### config.mk
export PLATFORM = sky130hd
export DESIGN_NAME = seg7_scan_driver
export DESIGN_NICKNAME = d
export VERILOG_FILES = /design/src/rtl/seg7_scan_driver.sv
export SDC_FILE = /design/constraint.sdc
export NUM_CORES = 1
export LEC_CHECK = 0
export CAP_MARGIN = 5
export CORE_MARGIN = 2
export CORE_UTILIZATION = 58
export DETAILED_ROUTE_END_ITERATION = 8
export PLACE_DENSITY = 0.84
export RECOVER_POWER = 25
export SLEW_MARGIN = 20
export SYNTH_ARGS = -nofsm -noshare
export SYNTH_HDL_FRONTEND = slang
export SYNTH_SLANG_ARGS = --single-unit
### constraint.sdc
create_clock -name clk_in -period 3 [get_ports clk_in]
set_clock_uncertainty 0.2 [all_clocks]
set_input_delay 0.3 -clock clk_in [delete_from_list [all_inputs] [get_ports clk_in]]
set_output_delay 0.3 -clock clk_in [all_outputs]
set_load 0.01 [all_outputs]
### src/rtl/seg7_scan_driver.sv
// rtl/seg7_scan_driver.sv - multiplexed seven-segment driver with binary-to-BCD/hex conversion
module seg7_scan_driver #(
    parameter int DIGITS      = 4,
    parameter int VAL_WIDTH   = 17,
    parameter int REFRESH_DIV = 262144
) (
    input  logic                 clk_in,
    input  logic                 rst_n_in,
    input  logic [VAL_WIDTH-1:0] val_in,
    input  logic                 val_valid_in,
    input  logic                 hex_mode_in,
    input  logic                 blank_lz_in,
    output logic                 ready_out,
    output logic                 ovf_out,
    output logic [DIGITS-1:0]    an_out,
    output logic [6:0]           seg_out
);

    localparam int NW = 4 * DIGITS;
    localparam int CW = $clog2(VAL_WIDTH + 1);
    localparam int PW = (REFRESH_DIV > 1) ? $clog2(REFRESH_DIV) : 1;
    localparam int IW = (DIGITS > 1) ? $clog2(DIGITS) : 1;

    localparam logic [1:0] S_IDLE   = 2'd0;
    localparam logic [1:0] S_CONV   = 2'd1;
    localparam logic [1:0] S_COMMIT = 2'd2;

    logic [1:0]           state_q, state_d;
    logic [VAL_WIDTH-1:0] shift_q, shift_d;
    logic [NW-1:0]        bcd_q, bcd_d, bcd_adj;
    logic [CW-1:0]        cnt_q, cnt_d;
    logic                 cvt_ovf_q, cvt_ovf_d;
    logic                 cvt_hex_q, cvt_hex_d;
    logic                 cvt_blank_q, cvt_blank_d;
    logic [NW-1:0]        disp_nib_q, disp_nib_d;
    logic                 disp_ovf_q, disp_ovf_d;
    logic                 disp_hex_q, disp_hex_d;
    logic                 disp_blank_q, disp_blank_d;
    logic                 ready_q, ready_d;
    logic [PW-1:0]        presc_q, presc_d;
    logic [IW-1:0]        idx_q, idx_d;
    logic [DIGITS-1:0]    an_q, an_d;
    logic [6:0]           seg_q, seg_d;
    logic [3:0]           cur_nib;
    logic                 upper_zero;

    function automatic logic [6:0] decode(input logic [3:0] n, input logic hx);
        logic [6:0] g;
        case (n)
            4'h0: g = 7'b0000001;
            4'h1: g = 7'b1001111;
            4'h2: g = 7'b0010010;
            4'h3: g = 7'b0000110;
            4'h4: g = 7'b1001100;
            4'h5: g = 7'b0100100;
            4'h6: g = 7'b0100000;
            4'h7: g = 7'b0001111;
            4'h8: g = 7'b0000000;
            4'h9: g = 7'b0000100;
            4'hA: g = 7'b0001000;
            4'hB: g = 7'b1100000;
            4'hC: g = 7'b0110001;
            4'hD: g = 7'b1000010;
            4'hE: g = 7'b0110000;
            default: g = 7'b0111000;
        endcase
        if (!hx && n > 4'd9) begin
            g = 7'b0101010;
        end
        return g;
    endfunction

    // Conversion FSM and display-register commit. In hex mode the add-3 step is
    // skipped, so the same MSB carry-out rule flags latched bits above the
    // displayable nibbles as overflow.
    always_comb begin
        state_d      = state_q;
        shift_d      = shift_q;
        bcd_d        = bcd_q;
        cnt_d        = cnt_q;
        cvt_ovf_d    = cvt_ovf_q;
        cvt_hex_d    = cvt_hex_q;
        cvt_blank_d  = cvt_blank_q;
        disp_nib_d   = disp_nib_q;
        disp_ovf_d   = disp_ovf_q;
        disp_hex_d   = disp_hex_q;
        disp_blank_d = disp_blank_q;
        bcd_adj      = bcd_q;
        if (!cvt_hex_q) begin
            for (int i = 0; i < DIGITS; i++) begin
                if (bcd_q[4*i +: 4] >= 4'd5) begin
                    bcd_adj[4*i +: 4] = bcd_q[4*i +: 4] + 4'd3;
                end
            end
        end
        case (state_q)
            S_IDLE: begin
                if (val_valid_in && ready_q) begin
                    shift_d     = val_in;
                    bcd_d       = '0;
                    cnt_d       = CW'(VAL_WIDTH);
                    cvt_ovf_d   = 1'b0;
                    cvt_hex_d   = hex_mode_in;
                    cvt_blank_d = blank_lz_in;
                    state_d     = S_CONV;
                end
            end
            S_CONV: begin
                {bcd_d, shift_d} = {bcd_adj, shift_q} << 1;
                if (bcd_adj[NW-1]) begin
                    cvt_ovf_d = 1'b1;
                end
                cnt_d = cnt_q - CW'(1);
                if (cnt_q == CW'(1)) begin
                    state_d = S_COMMIT;
                end
            end
            S_COMMIT: begin
                disp_nib_d   = bcd_q;
                disp_ovf_d   = cvt_ovf_q;
                disp_hex_d   = cvt_hex_q;
                disp_blank_d = cvt_blank_q;
                state_d      = S_IDLE;
            end
            default: state_d = S_IDLE;
        endcase
        ready_d = (state_d == S_IDLE);
    end

    // Scan timing and glyph selection. an/seg follow the index held during the
    // previous cycle so every digit, including the first after reset, is lit
    // for exactly REFRESH_DIV cycles; the glyph uses the incoming display
    // register so seg_out and ovf_out switch on the commit edge together.
    always_comb begin
        presc_d = presc_q + PW'(1);
        idx_d   = idx_q;
        if (presc_q == PW'(REFRESH_DIV - 1)) begin
            presc_d = '0;
            idx_d   = (idx_q == '0) ? IW'(DIGITS - 1) : idx_q - IW'(1);
        end
        cur_nib    = 4'd0;
        upper_zero = 1'b1;
        for (int j = 0; j < DIGITS; j++) begin
            if (IW'(j) == idx_q) begin
                cur_nib = disp_nib_d[4*j +: 4];
            end
            if (IW'(j) >= idx_q && disp_nib_d[4*j +: 4] != 4'd0) begin
                upper_zero = 1'b0;
            end
        end
        an_d = ~(DIGITS'(1) << idx_q);
        if (disp_ovf_d) begin
            seg_d = 7'b1111110;
        end else if (disp_blank_d && idx_q != '0 && upper_zero) begin
            seg_d = 7'b1111111;
        end else begin
            seg_d = decode(cur_nib, disp_hex_d);
        end
    end

    // State registers with synchronous active-low reset.
    always_ff @(posedge clk_in) begin
        if (!rst_n_in) begin
            state_q      <= S_IDLE;
            shift_q      <= '0;
            bcd_q        <= '0;
            cnt_q        <= '0;
            cvt_ovf_q    <= 1'b0;
            cvt_hex_q    <= 1'b0;
            cvt_blank_q  <= 1'b0;
            disp_nib_q   <= '0;
            disp_ovf_q   <= 1'b0;
            disp_hex_q   <= 1'b0;
            disp_blank_q <= 1'b0;
            ready_q      <= 1'b0;
            presc_q      <= '0;
            idx_q        <= IW'(DIGITS - 1);
            an_q         <= '1;
            seg_q        <= 7'b1111111;
        end else begin
            state_q      <= state_d;
            shift_q      <= shift_d;
            bcd_q        <= bcd_d;
            cnt_q        <= cnt_d;
            cvt_ovf_q    <= cvt_ovf_d;
            cvt_hex_q    <= cvt_hex_d;
            cvt_blank_q  <= cvt_blank_d;
            disp_nib_q   <= disp_nib_d;
            disp_ovf_q   <= disp_ovf_d;
            disp_hex_q   <= disp_hex_d;
            disp_blank_q <= disp_blank_d;
            ready_q      <= ready_d;
            presc_q      <= presc_d;
            idx_q        <= idx_d;
            an_q         <= an_d;
            seg_q        <= seg_d;
        end
    end

    assign ready_out = ready_q;
    assign ovf_out   = disp_ovf_q;
    assign an_out    = an_q;
    assign seg_out   = seg_q;

endmodule

Yosys cells after proc, flatten, opt, wreduce, memory -nomap -nowiden:

Memory sizes are Yosys's and may differ from the RTL's.
Index checks and enable logic that the tools add are counted.

* output and inout port bits: 13
* register bits after elaboration: 94
* bits of input ports: 22
* ROM bits: 112
* memories kept: 1
* latch bits: 0
* RAM bits: 0
* logic and storage cells: 104

Memory list
* (name not given): words 16, bits a word 7, read ports 1, clocked after memory_dff 0, wr ports 0, line 49 `case (n)`

* reduce and logical (&&, ||, !) cells: 24
* bitwise gates (word level): 2
* equal/unequal tests: 9
* divide/modulo/power cells: 0
* multipliers: 0
* shifts and indexed selects: 1
* add/subtract/negate cells: 7
* multiplexer cells: 33
* order comparisons: 9

Operators with widths (count)
* two-way mux 16 bit: 3
* one-hot mux 17 bit (2 select lines): 1
* two-way mux 4 bit: 8
* one-hot mux 16 bit (2 select lines): 1
* adder 18 x 1 -> 18 bit, second input constant: 1
* equality test 18 bit, second input constant: 1
* two-way mux 17 bit: 1
* adder 4 x 2 -> 4 bit, second input constant: 4
* greater-or-equal comparator 4 x 3 -> 1 bit, second input constant: 4
* nonzero test 4 bit: 4
* two-way mux 1 bit: 11
* one-hot mux 5 bit (2 select lines): 1
* logical AND 1 bit: 8
* two-way mux 7 bit: 1
* zero test 2 bit: 3
* two-way mux 2 bit: 3
* equality test 5 x 1 -> 1 bit, second input constant: 1
* two-way mux 5 bit: 1
* subtractor 5 x 1 -> 5 bit, second input constant: 1
* equality test 2 bit, first input constant: 2
* greater-or-equal comparator 1 x 2 -> 1 bit, first input constant: 2
* greater-or-equal comparator 2 bit, first input constant: 2
* > comparator 4 bit, second input constant: 1
* != test 2 bit, second input constant: 2
* 16 further kinds: 18

Longest topological paths before layout:

* word-level depth: 11
* depth in mapped cells: 13
* mapped depth without buffers: 12

Worst setup path after synthesis:

OpenSTA, ideal clock, no wires.

* kind: reg-to-reg
* start point: register state_q[0]
* end point: register seg_q[5], in the netlist seg_out[5]
* cell stages (with the launch flop): 13
* data required time: 2.739 ns
* data arrival time: 2.459 ns
* path buffers: 2
* slack: 0.280 ns
* setup time: 0.061 ns
* period minus slack after synthesis: 2.720 ns
* cells stage by stage: dfxtp_1 -> nand2b_1 -> buf_6 -> buf_4 -> mux2i_1 -> nor2_1 -> o41ai_2 -> inv_1 -> ha_1 -> nor2_1 -> nor2_1 -> o31ai_1 -> a311o_1

* cells in the longest elaborated chain, start to end: 10
* elaborated cells on any way between the ends: 28
* those cells by class: order compare (1); eq/ne (1); mux (12); reduce/logical (13); memory (1)

Ends and longest elaborated chain
* from (decl): line 28 `logic [1:0] state_q, state_d;`
* from (signal assigned): line 181 `state_q <= state_d;`
* equality test 2 bit *: line 96 `case (state_q)`
* branches (longest 9 deep; another with > comparator 4 bit)
* to (signal assigned): line 196 `seg_q <= seg_d;`
* to (decl): line 43 `logic [6:0] seg_q, seg_d;`

Mark *: on every way between the ends.
A chain may end at the register's enable or synchronous reset.

Final worst setup path:

* start point: register idx_q[1]
* end point: register seg_q[5], in the netlist seg_out[5]

* cells in the longest elaborated chain, start to end: 8
* elaborated cells on any way between the ends: 27
* those cells by class: order compare (5); eq/ne (3); mux (8); reduce/logical (10); memory (1)

Ends and longest elaborated chain
* from (decl): line 41 `logic [IW-1:0] idx_q, idx_d;`
* from (signal assigned): line 177 `idx_q <= IW'(DIGITS - 1);`
* from (signal assigned): line 194 `idx_q <= idx_d;`
* zero test 2 bit or greater-or-equal comparator 1 x 2 -> 1 bit (tied branches): line 144, 147
* two-way mux 4 bit or logical AND 1 bit (tied branches): line 144, 147
* two-way mux 4 bit or two-way mux 1 bit (tied branches) (3 in a row): line 144, 147
* > comparator 4 bit or two-way mux 1 bit (tied branches): line 67, 147
* logical AND 1 bit, on equally long branches: line 67, 154
* OR reduction 4 bit (no source line)

Parallel ways exist; a longest one is shown, timed or not.

==> summary.md <==
| Metric | Value |
|---|---|
| Peak VDD IR | `~0.29 mV` |
| Synth Net Count | `between 500 and 600` |
| Ant. Diodes | `0` |
| Worst Path Buf+Inv | `3` |
| Avg Inst Size Synth | `8.97 um^2` |
| Routability cong. | `0.862` |
| Num ports | `35` |
| Post-synth top area cell | `dfxtp_1` |
| Die Wd | `92.7 um` |
| Internal cell power | `1.73 mW` |
| Hold Crit Start | `rst_n_in` |
| Cell row count | `32` |
| WL/cell | `around 15 um` |
| Layout filler cell count | `approximately 600` |
| First-pass GRT wire length | `~16,000 um` |
| Primary FF master, synth | `dfxtp_1` |
| WHS Path Cells | `3` |
| Most common cell type on the critical path | `inv_1` |
| Core ar. | `around 7700 um^2` |
| Placed Area | `~5000 um^2` |
| Cts hold-fix bufs | `0` |
| Tcrit/Tclk final | `between 90 and 100%` |
| Total Power | `around 2.4 mW` |
| # DRC | `0` |
| Crit path time final | `2710 ps` |
| Hold_ws | `approximately 190 ps` |
| #FFs+latches synth | `between 90 and 100` |
| CTS root buf | `clkbuf_8` |
| Switching share of total power | `26.3%` |
| GRT Total Usage | `23.5%` |
| Worst Setup Start Kind | `register` |
| # placed instances | `between 600 and 700` |
| Post-synthesis instance area | `approximately 4600 um^2` |
| Outcome | `finished clean` |
| H-tree depth | `3` |
| Delay-heaviest family, CP | `compound AO/OA/AOI/OAI gates` |
| Die Ht | `between 90 and 100 um` |
| Crit path kind | `register to register` |
| Post-synth EDFFs | `0` |
| Clk pwr share | `between 30% and 40%` |
| Crit-path cells | `inv_1 -> ha_2 -> inv_1 -> nand2_1 -> o221a_2 -> a221oi_2 -> inv_1 -> ha_1 -> nor2_1 -> nor2_1 -> o31ai_1 -> a311o_1` |
| Final std cells w/o fill | `~650` |
| Pleak | `between 1.5 and 2 nW` |
| Worst-path maximum fanout | `7` |
| Finished Cell Area | `5180 um^2` |
| Number of global-route vias before repair | `3,479` |
| Post-detail-place hpwl | `~6800 um` |
| Final WS setup | `around 290 ps` |
| Share of cells above drive strength 1 | `under 10%` |
| Largest net degree at the start of global routing | `74` |
| Worst R2R Start | `idx_q[1]$_SDFFE_PN1P_` |
| Cells after synthesis | `roughly 510` |
| Total Nets Final | `between 500 and 600` |
| Clock transition at path regs | `90 ps` |
| Synthesis Warnings | `0` |
| Async SR Flop Fraction | `0%` |
| FMAX | `0.369 GHz` |
| DR pass1 iterations | `5` |
| Die area | `between 8000 and 9000 um^2` |
| Final TNS setup | `0 ps` |
| Synth top cells by count | `94 x dfxtp_1, 65 x nor2_1, 32 x nand2_1` |
| Overall routed net length | `between 9000 and 10,000 um` |
| Initial Utilization | `approximately three fifths` |
| Via Count | `between 3,000 and 4,000` |
| CP arrival | `~2800 ps` |
| Synth area leaders | `dfxtp_1 41%, ha_1 5.5%, nor2_1 5.3%` |
| Total grt overflow | `0` |
| Data required time of the worst path | `about 3100 ps` |
| CTS sink cnt | `94` |
| CP max-delay cell | `dfxtp_1` |
| Max-slew violations | `0` |
| RSZ-0062 raised after global routing | `no` |
| Slew @ Worst Pin | `between 1000 and 1500 ps` |
| Maximum root-to-sink buffer count | `2` |
| CP max stage delay | `roughly 410 ps` |
| Combinational group share of total power | `a little under a tenth` |
| Max transition margin | `26.0%` |
| Max-cap violations | `0` |
| CTS tree | `done` |
| Port Buffers | `34` |
| Antenna-violating nets left | `0` |
| Area growth syn-to-layout | `13.5%` |
| Post-CTS setup buffer count | `0` |
| Routed vias/inst | `~5.6` |
| Endpoints failing setup | `0` |
| Power density over cell area | `between 400 and 500 nW/um^2` |
| Count leader, synth | `dfxtp_1` |
| Synth unique cells | `57` |
| Post-place setup slack | `267 ps` |
| Endpoints failing hold | `0` |
| WP depth | `12` |
| Flop pwr share | `56.3%` |
| Total CTS buffers | `9` |
| Seq/Total Area, Yosys | `around 40%` |
| Post-synth top area share | `41.2%` |
| Clk_lat worst skew | `about 360 ps` |
| Sw power | `~600 uW` |
| CP Launch Point | `idx_q[1]$_SDFFE_PN1P_` |
| Fin util | `between 60% and 70%` |
| Worst hold-check path type | `input port to register` |
| Worst reg-to-reg path cell count | `12` |
| Initial antenna violation count | `0` |
| Starting DRC count in detailed routing | `between 200 and 250` |
| Critical path capture point type | `register` |
-- worst reg2reg max path: stages (launching register included) --
cell and delay [ps]:
dfxtp_1 410, inv_1 100, ha_2 240, inv_1 90
nand2_1 70, o221a_2 290, a221oi_2 220, inv_1 110
ha_1 280, nor2_1 110, nor2_1 50, o31ai_1 330
a311o_1 160
-- area by class of cell --
type	count	area [um^2]	area share [%]
clock buffers	10	138	2.66
multi-input cells	364	2460	47.5
inverters	25	93.8	1.81
flip-flops and latches	94	1880	36.3
clock inverters	6	51.3	0.990
repair buffers	48	425	8.21
well taps	102	128	2.46
-- worst paths after layout --
kind              slack (ps)                  endpoint
setup / recovery         290     seg_out[5]$_SDFF_PP1_
hold / removal           190     seg_out[0]$_SDFF_PN1_
setup reg to reg         290     seg_out[5]$_SDFF_PP1_
hold reg to reg          270  shift_q[11]$_SDFFE_PN0P_
-- kinds of logic after synthesis --
group	after synthesis	synth area share [%]
multiplexers	23	5.40
buffers and inverters	51	4.71
XOR/XNOR	22	4.22
AND/OR/NAND/NOR	199	21.9
adder cells (fa/ha/maj)	20	5.48
flip-flops	94	41.2
AO/OA/AOI/OAI	100	17.1
-- what timing repair did --
action	CTS	global route
setup endpoints to repair	0	3
endpoints found under the hold margin	0	0
gates resized for setup	0	1
-- flip-flops by register name (all words and copies together) (netlist names) --
register,flops
presc_q,18
shift_q,17
bcd_q,16
disp_nib_q,16
seg_out,7
cnt_q,5
an_out,4
idx_q,2
state_q,2
cvt_blank_q,1
cvt_hex_q,1
cvt_ovf_q,1
disp_blank_q,1
disp_hex_q,1
ovf_out,1
ready_out,1
-- layer usage --
metal  GRT usage, %  vias up  wire (um)
met5              0        -          0
met4           9.93        0        170
met3           3.74       15        343
met2           41.6       77       4820
met1           28.3     1706       4320
li1               -     1835          -
-- cells in the final DEF, fill, tap and decap left out, types with 2 or more instances in the layout --
cell type        synthesis  routed
a21boi_0                11      11
a21oi_1                 19      19
a221oi_2                 2       2
a22oi_1                  9       9
and2_1                  18      17
and3_1                   3       3
buf_4                    2      10
clkbuf_1                20       4
clkbuf_8                 0      10
clkdlybuf4s50_1          0      33
clkinvlp_4               0       3
dfxtp_1                 94      94
ha_1                    20      19
inv_1                   25      25
inv_6                    0       2
mux2_1                   0       2
mux2_2                   5       5
mux2i_1                 16      16
nand2_1                 32      32
nand2b_1                 8       8
nand3_1                 13      13
nand3b_1                 2       2
nand4_1                  2       2
nor2_1                  65      65
nor2b_1                 27      27
nor3_1                   6       6
nor3b_1                  3       3
nor4_1                   8       8
o211ai_1                 8       8
o21ai_0                 16      16
o221a_2                  4       4
o221ai_1                15      15
o22ai_1                  3       3
or3_1                    2       2
xnor2_1                 14      14
xor2_1                   8       8
-- power by group through the flow --
stage	combinational [mW]	sequential, mW	clock, mW
global route	0.253	1.33	0.869
detailed placement	0.231	1.35	0
global placement	0.225	1.35	0
floorplan	0.145	1.35	0
finish	0.226	1.32	0.801
CTS	0.232	1.32	0.818
Power figures use the tool's default switching activity.
